### src/rtl/count_connected_feeder.sv
// Feeder and flow controller for one streaming connected-count core: bubble/freeze sequencing,
// 4-deep result skid FIFO, in-flight tracking, flush handshake. Perf counters: FEEDER_PERF_COUNTERS_EN.
module count_connected_feeder #(
  parameter int EXTRA_DATA_WIDTH = 1,
  parameter int MAX_IN_FLIGHT    = 500
) (
  input  logic                        clk,
  input  logic                        rst,
  input  logic                        inValid,
  output logic                        inReady,
  input  logic [127:0]                inGraph,
  input  logic [EXTRA_DATA_WIDTH-1:0] inExtra,
  input  logic                        flushRequest,
  output logic                        flushDone,
  output logic                        coreBotValid,
  output logic [127:0]                coreGraph,
  output logic [EXTRA_DATA_WIDTH-1:0] coreExtra,
  output logic                        coreFreeze,
  input  logic                        coreAlmostFull,
  input  logic                        coreResultValid,
  input  logic [5:0]                  coreConnectCount,
  input  logic [EXTRA_DATA_WIDTH-1:0] coreExtraOut,
  input  logic                        coreEcc,
  output logic                        outValid,
  input  logic                        outReady,
  output logic [5:0]                  outConnectCount,
  output logic [EXTRA_DATA_WIDTH-1:0] outExtra,
  output logic [9:0]                  inFlight,
  output logic                        eccError,
  output logic                        underflowError,
  output logic [31:0]                 frozenCycles,
  output logic [31:0]                 bubbleCycles
);

  typedef enum logic [1:0] {RUN = 2'd0, FLUSH = 2'd1, DONE = 2'd2} feederState_t;

  localparam logic [9:0] MaxInFlight = MAX_IN_FLIGHT[9:0];

  feederState_t                state, stateNext;
  logic [2:0]                  skidCount;
  logic [1:0]                  wrPtr, rdPtr;
  logic [5:0]                  skidCnt [4];
  logic [EXTRA_DATA_WIDTH-1:0] skidExt [4];
  logic                        freezeNext, accept, push, pop;

  // The core can still emit two results after freeze rises, so freeze once a second entry is imminent.
  assign freezeNext = (({1'b0, skidCount} + {3'b000, coreResultValid}) >= 4'd2)
                    || ((skidCount != 3'd0) && !outReady);
  assign inReady    = !rst && (state == RUN) && !freezeNext && !coreAlmostFull
                    && (inFlight < MaxInFlight);
  assign accept     = inValid && inReady;

  assign outValid        = (skidCount != 3'd0);
  assign pop             = outValid && outReady;
  assign push            = coreResultValid && ((skidCount != 3'd4) || pop);
  assign outConnectCount = skidCnt[rdPtr];
  assign outExtra        = skidExt[rdPtr];
  assign flushDone       = (state == DONE);

  always_ff @(posedge clk) begin
    if (rst) begin
      coreBotValid <= 1'b0;
      coreGraph    <= '0;
      coreExtra    <= '0;
      coreFreeze   <= 1'b0;
    end else begin
      coreBotValid <= accept;
      coreFreeze   <= freezeNext;
      if (accept) begin
        coreGraph <= inGraph;
        coreExtra <= inExtra;
      end
    end
  end

  // Results land in the skid FIFO regardless of freeze; no same-cycle bypass to the output.
  always_ff @(posedge clk) begin
    if (rst) begin
      skidCount <= '0;
      wrPtr     <= '0;
      rdPtr     <= '0;
      for (int i = 0; i < 4; i++) begin
        skidCnt[i] <= '0;
        skidExt[i] <= '0;
      end
    end else begin
      if (push) begin
        skidCnt[wrPtr] <= coreConnectCount;
        skidExt[wrPtr] <= coreExtraOut;
        wrPtr          <= wrPtr + 2'd1;
      end
      if (pop) begin
        rdPtr <= rdPtr + 2'd1;
      end
      case ({push, pop})
        2'b10:   skidCount <= skidCount + 3'd1;
        2'b01:   skidCount <= skidCount - 3'd1;
        default: skidCount <= skidCount;
      endcase
    end
  end

  always_ff @(posedge clk) begin
    if (rst) begin
      inFlight       <= '0;
      eccError       <= 1'b0;
      underflowError <= 1'b0;
    end else begin
      case ({accept, coreResultValid})
        2'b10:   inFlight <= inFlight + 10'd1;
        2'b01:   inFlight <= (inFlight != 10'd0) ? inFlight - 10'd1 : 10'd0;
        default: inFlight <= inFlight;
      endcase
      if (coreResultValid && (inFlight == 10'd0)) begin
        underflowError <= 1'b1;
      end
      if (coreEcc) begin
        eccError <= 1'b1;
      end
    end
  end

  always_ff @(posedge clk) begin
    if (rst) begin
      state <= RUN;
    end else begin
      state <= stateNext;
    end
  end

  always_comb begin
    stateNext = state;
    case (state)
      RUN:     if (flushRequest) stateNext = FLUSH;
      FLUSH:   if ((inFlight == 10'd0) && (skidCount == 3'd0)) stateNext = DONE;
      DONE:    stateNext = RUN;
      default: stateNext = RUN;
    endcase
  end

`ifdef FEEDER_PERF_COUNTERS_EN
  // Both counters saturate rather than wrap.
  always_ff @(posedge clk) begin
    if (rst) begin
      frozenCycles <= '0;
      bubbleCycles <= '0;
    end else begin
      if (coreFreeze && (frozenCycles != 32'hFFFF_FFFF)) begin
        frozenCycles <= frozenCycles + 32'd1;
      end
      if (!coreFreeze && !coreBotValid && (bubbleCycles != 32'hFFFF_FFFF)) begin
        bubbleCycles <= bubbleCycles + 32'd1;
      end
    end
  end
`else
  assign frozenCycles = '0;
  assign bubbleCycles = '0;
`endif

endmodule

### config.mk
export PLATFORM = sky130hd
export DESIGN_NAME = count_connected_feeder
export DESIGN_NICKNAME = d
export VERILOG_FILES = /design/src/rtl/count_connected_feeder.sv
export SDC_FILE = /design/constraint.sdc
export NUM_CORES = 1
export LEC_CHECK = 0
export ABC_AREA = 1
export BUFFER_PORTS_ARGS = -buffer_cell sky130_fd_sc_hd__buf_4
export CAP_MARGIN = 5
export CORE_AREA = 2 2 140 142
export CTS_BUF_LIST = sky130_fd_sc_hd__clkbuf_16
export CTS_CLUSTER_DIAMETER = 50
export CTS_CLUSTER_SIZE = 8
export DETAILED_ROUTE_END_ITERATION = 8
export DIE_AREA = 0 0 142 144
export PLACE_DENSITY = 0.87
export SLEW_MARGIN = 20
export SYNTH_ARGS = -nofsm -noshare
export SYNTH_HDL_FRONTEND = slang
export SYNTH_SLANG_ARGS = --single-unit
### constraint.sdc
create_clock -name clk -period 3.23 [get_ports clk]
set_clock_uncertainty 0.15 [all_clocks]
set_input_delay 0.323 -clock clk [delete_from_list [all_inputs] [get_ports clk]]
set_output_delay 0.323 -clock clk [all_outputs]
set_load 0.01 [all_outputs]
==> flow_summary_export.csv, run 1 <==
group,metric,value,unit
status,status,"finished, final reports clean",
die,die_x,142,um
placement,placed_cells,1720,
sta,fmax,0.367,GHz
setup_path,critPathMostFrequentCell,"nand2_1",
route,viasPerCell,4.73,
cts,post_cts_buffers,0,
min_path,hold_class,"input pin to flop",
route,ant_nets,0,
yosys,synthCells,1232,
cts,numCtsBuffers,17,
setup_path,cp_slowest_cell,"buf_12",
setup_path,slowest_delay,570,ps
die,io_pins,361,
min_path,hold_end,"coreGraph[125]",
setup_path,cp_num_buf_inv,1,
setup_path,critPathMaxFanout,259,
yosys,synth_largest_area_cell,"dfxtp_1",
finish,fin_cells,1881,
die,core,19100,um^2
finish,final_area,12300,um^2
yosys,yosysWarnings,0,
run,cap_violations,0,
placement,placed_cell_area,10500,um^2
cts,cts_root_buf,"clkbuf_16",
grt,grt_pass1_vias,8786,
setup_path,startpoint_type,"flop",
finish,nNetsFinal,1780,
yosys,ys_types,29,
route,drc,0,
setup_path,path_class,"flop to flop",
sta,relSlewSlack,23.6,%
setup_path,endpoint_kind,"flop",
setup_path,reg2reg_slack,500,ps
yosys,synth-main-ff-cell,"dfxtp_1",
sta,setup_viol,0,
yosys,ys_ff_latch,182,
route,vias,8888,
setup_path,critPathArrivalTime,2880,ps
die,die-area,20400,um^2
grt,antenna_found_initial,0,
route,wl_per_cell,14.3,um
yosys,async_reset_ff_share,0,%
cts,cts_tree,"built",
setup_path,cp_cell_sequence,"ha_1, ha_1, nand2_1, a21oi_1, nor2_1, nor2_2, nand3_4, buf_12, nand2_1, nand2_1, nor2_1",
cts,cts_max_level,4,
setup_path,cp_data_required_time,3380,ps
finish,antenna_cells,0,
sta,whs,21.6,ps
setup_path,crit_family,"simple AND/OR/NAND/NOR gates",
sta,final.min_clock_period,2730,ps
cts,clock_path_buffers,2,
min_path,hp-start,"inGraph[125]",
setup_path,r2r-end,"coreGraph[64]",
yosys,syn_area_per_cell,6.87,um^2
sta,period_share,84.4,%
yosys,yosysSeqAreaShare,46.4,%
pwr,ir_worst_vdd,0.327,mV
sta,tns,0,ps
sta,drv_slew,0,
yosys,synth_edf_count,28,
route,drt_wl_total,26800,um
placement,place_hpwl,14900,um
grt,grt_pass1_wl,40900,um
sta,tightest_slew,1150,ps
sta,rsz0062_at_grt,"no",
finish,n_fill_cell,1400,
route,drtPass1Iterations,7,
die,rows,51,
route,drt-initial-drc-count,473,
finish,drive_above_1_share,20.7,%
pwr,leakagePower,6.69,nW
min_path,holdPathStages,3,
placement,portBuffers,296,
finish,syn_to_final_growth,46.0,%
yosys,synthTopCellsByArea,"dfxtp_1, nor2_1, nand2_1, edfxtp_1, inv_1",
die,dieHeight,144,um
die,initial_core_util,44.3,%
pwr,power_density,489,nW/um^2
cts,clock_latency,420,ps
grt,grt_start_max_net_pins,260,
grt,overflow,0,
sta,hold_viol_final,0,
setup_path,reg2regPathDepth,11,
setup_path,r2r_start,"skidCount[0]",
yosys,synth_top_area_share,36.4,%
placement,place.gp.congestion,0.923,
grt,grt_use_total,25.0,%
cts,clock-sinks,182,
yosys,synth_area,8460,um^2
pwr,power,0.00604,W
cts,clk_pin_slew_worst_paths,70,ps
[tightest hold or removal path: stages]
cell and delay, ps:
buf_4 70, nor2_1 60, nor2_1 90
[flip-flops by register name (all words and copies together), names as in the netlist, named ones only]
signal	flops
skidCnt	24
skidExt	4
wrPtr	2
underflowError	1
coreExtra	1
coreGraph	128
coreBotValid	1
eccError	1
inFlight	10
state	2
rdPtr	2
coreFreeze	1
skidCount	3
[synthesized netlist by cell type, types with 4 or more instances]
library cell / instances
buf_2: 14
xor2_1: 4
clkbuf_1: 20
o22ai_1: 7
edfxtp_1: 28
a21oi_1: 22
nand2_1: 321
nand3_1: 17
ha_1: 5
buf_6: 8
buf_4: 72
dfxtp_1: 154
o21ai_0: 31
inv_1: 173
nor2_1: 336
[per-layer routing]
layer / GRT usage (%) / part of all wire (%) / wire, um
met1: 26.2 / 36 / 9560
met2: 44.5 / 51 / 13600
met3: 7.05 / 8.5 / 2290
met4: 15.4 / 5.2 / 1390
met5: 0 / 0 / 0
[cell usage in the layout (no fill, tap or decap), drive strengths merged]
master       count
nor4             1
and2             1
a31oi            3
nand4            1
clkinv           4
nor3             1
nor2           339
dfxtp          154
fa               1
edfxtp          28
o21ai           31
a21oi           23
conb            64
buf            302
o22ai            7
nand3           18
clkbuf          18
inv            181
xor2             4
nand3b           1
o21bai           2
dlygate4sd3    129
clkinvlp         2
nand2          323
ha               5
[stage by stage]
| step | util, % | setup slack [ps] |
|---|---|---|
| 6_report | 64.7 | 502 |
| 5_1_grt | 64.7 | 353 |
| 4_1_cts | 64.7 | 581 |
| 3_5_place_dp | 55.0 | 457 |
| 3_3_place_gp | 55.0 | 570 |
| 2_1_floorplan | - | 565 |
[area by class of cell]
class / instances / area [um^2] / area share [%]
clock inverters: 14 / 114 / 0.922
multi-input cells: 825 / 3340 / 27.1
repair buffers: 431 / 3570 / 28.9
clock buffers: 18 / 450 / 3.65
inverters: 173 / 652 / 5.28
well taps: 238 / 298 / 2.41
flip-flops and latches: 182 / 3920 / 31.8
[how the worst max path moves through the flow]
stage / slack [ps] / from / to / depth (start not counted)
2_1_floorplan: 570 / skidCount[0] / inFlight[5] / 15
3_3_place_gp: 570 / coreResultValid / inFlight[7] / 15
3_5_place_dp: 460 / coreResultValid / inFlight[9] / 15
4_1_cts: 580 / skidCount[0] / inFlight[9] / 14
5_1_grt: 350 / skidCount[0] / inFlight[7] / 14
6_report: 500 / skidCount[0] / coreGraph[64] / 11
[power breakdown]
group	internal (W)	switching, W
logic	0.000636	0.000766
clock network	0.00105	0.000962
registers	0.00248	0.000140
[cells by family (layout without fill, tap and decap cells)]
family                   count (synthesis)  in the layout  share of synthesized area (%)
buffers and inverters                  288            636                           16.9
other                                    1             64                         0.0443
flip-flops                             182            182                           46.4
XOR/XNOR                                 4              4                          0.414
AND/OR/NAND/NOR                        685            685                           31.1
AO/OA/AOI/OAI                           66             66                           4.16
adder cells (fa/ha/maj)                  6              6                          0.976
[repair_timing]
action / in CTS / in global routing
endpoints found under the hold margin: 129 / 0
resized for setup: 0 / 0
hold buffers: 129 / 0
Power figures use the tool's default switching activity.
==> inputs of run 2 (changes only) <==
==> constraint.sdc (replaced) <==
create_clock -name clk -period 2.6 [get_ports clk]
set_clock_uncertainty 0.15 [all_clocks]
set_input_delay 0.26 -clock clk [delete_from_list [all_inputs] [get_ports clk]]
set_output_delay 0.26 -clock clk [all_outputs]
set_load 0.01 [all_outputs]
==> flow_summary_export.csv, run 2 (synthesis results as in run 1) <==
group,metric,value,unit
status,status,"finished, final reports clean",
cts,numCtsBuffers,17,
grt,grt_use_total,24.7,%
cts,cts_root_buf,"clkbuf_16",
cts,clock_path_buffers,2,
grt,overflow,0,
placement,placed_cell_area,10600,um^2
finish,reg_top3,"coreGraph x128, skidCnt x24, inFlight x10",
die,rows,51,
grt,grt_pass1_wl,40600,um
sta,setup_viol,0,
sta,hold_viol_final,0,
die,io_pins,361,
placement,place_hpwl,15300,um
cts,clock_latency,420,ps
setup_path,critPathMaxFanout,7,
min_path,hold_class,"input pin to flop",
finish,fin_cells,1900,
placement,place.gp.congestion,0.869,
cts,cts_max_level,4,
placement,placed_cells,1730,
sta,drv_slew,0,
sta,fmax,0.412,GHz
finish,final_common_cell,"nor2_1",
sta,tightest_slew,1030,ps
setup_path,endpoint_kind,"flop",
pwr,leakagePower,6.79,nW
placement,portBuffers,296,
sta,final.min_clock_period,2420,ps
setup_path,critPathArrivalTime,2630,ps
pwr,ir_worst_vdd,0.420,mV
pwr,power_density,612,nW/um^2
sta,whs,19.3,ps
finish,n_fill_cell,1354,
setup_path,startpoint_type,"flop",
die,initial_core_util,44.3,%
die,die_x,142,um
setup_path,path_class,"flop to flop",
route,drt-initial-drc-count,637,
route,drc,0,
finish,regMostFlops,"coreGraph",
setup_path,reg2reg_slack,180,ps
cts,clock-sinks,182,
finish,seqCellArea,3920,um^2
grt,grt_start_max_net_pins,151,
grt,antenna_found_initial,0,
route,viasPerCell,4.66,
finish,syn_to_final_growth,48.4,%
die,die-area,20400,um^2
setup_path,cp_data_required_time,2800,ps
route,vias,8851,
finish,nNetsFinal,1798,
route,drt_wl_total,26700,um
route,wl_per_cell,14.1,um
finish,multi_input_area,3360,um^2
die,dieHeight,144,um
die,core,19100,um^2
cts,cts_tree,"built",
sta,relSlewSlack,30.8,%
route,ant_nets,0,
finish,layout_common_cells,"nor2_1, nand2_1, buf_4",
run,cap_violations,0,
finish,drive_above_1_share,21.5,%
route,drtPass1Iterations,7,
grt,grt_pass1_vias,8612,
finish,final_area,12600,um^2
cts,clk_pin_slew_worst_paths,70,ps
sta,period_share,93.3,%
finish,largest_reg_flops,128,
-- run 2: what timing repair did --
item | 4_1_cts | 5_1_grt
endpoints found under the setup margin | 0 | 9
buffers inserted | 0 | 2
endpoints found under the hold margin | 135 | 0
resized for setup | 0 | 6
hold buffers | 134 | 0
-- run 2: area by class of cell --
class	count	area share (%)
clock inverter	15	1.31
tap	238	2.37
multi-input combinational	825	26.7
clock buffer	17	3.39
timing repair buffer	448	29.7
inverter	173	5.22
timing repair inverter	1	0.0598
sequential	182	31.3
antenna	1	0.0199
-- run 2: per-layer routing --
layer | global-route usage, % | share of wire [%] | vias to the layer above
li1 | - | - | 4343
met1 | 26.8 | 37 | 3974
met3 | 6.29 | 7.5 | 76
met4 | 12.4 | 3.6 | 0
met5 | 0 | 0 | -
met2 | 44.6 | 52 | 458
-- run 2: critical path: stages (launching register included) --
cell	delay, ps
dfxtp_1	400
ha_2	220
ha_1	170
nand2_1	60
a21oi_1	130
nor2_1	80
nor2_2	150
nand3_4	130
ha_4	220
inv_1	90
buf_4	150
nand2_1	70
nor2_1	130
nor2_1	70
a21oi_1	140
-- run 2: worst paths after layout --
check,startpoint,to,depth (start not counted)
min reg2reg,underflowError,underflowError,2
min,coreConnectCount[0],skidCnt[3][0],3
max,skidCount[0],inFlight[8],14
max reg2reg,skidCount[0],inFlight[8],14
-- run 2: stage by stage --
step,setup TNS [ps],power (W),utilization (%),setup slack (ps)
floorplan,0,0.00422,-,29.5
global placement,0,0.00478,55.5,204
detailed placement,0,0.00484,55.5,64.3
CTS,0,0.00764,65.6,47.2
global route,-42.7,0.00804,65.8,-42.7
finish,0,0.00768,65.8,175
-- run 2: power breakdown --
part / switching, W / internal (W)
clock: 0.00119 / 0.00145
sequential: 0.000145 / 0.00308
combinational: 0.000996 / 0.000826
total: 0.00233 / 0.00535
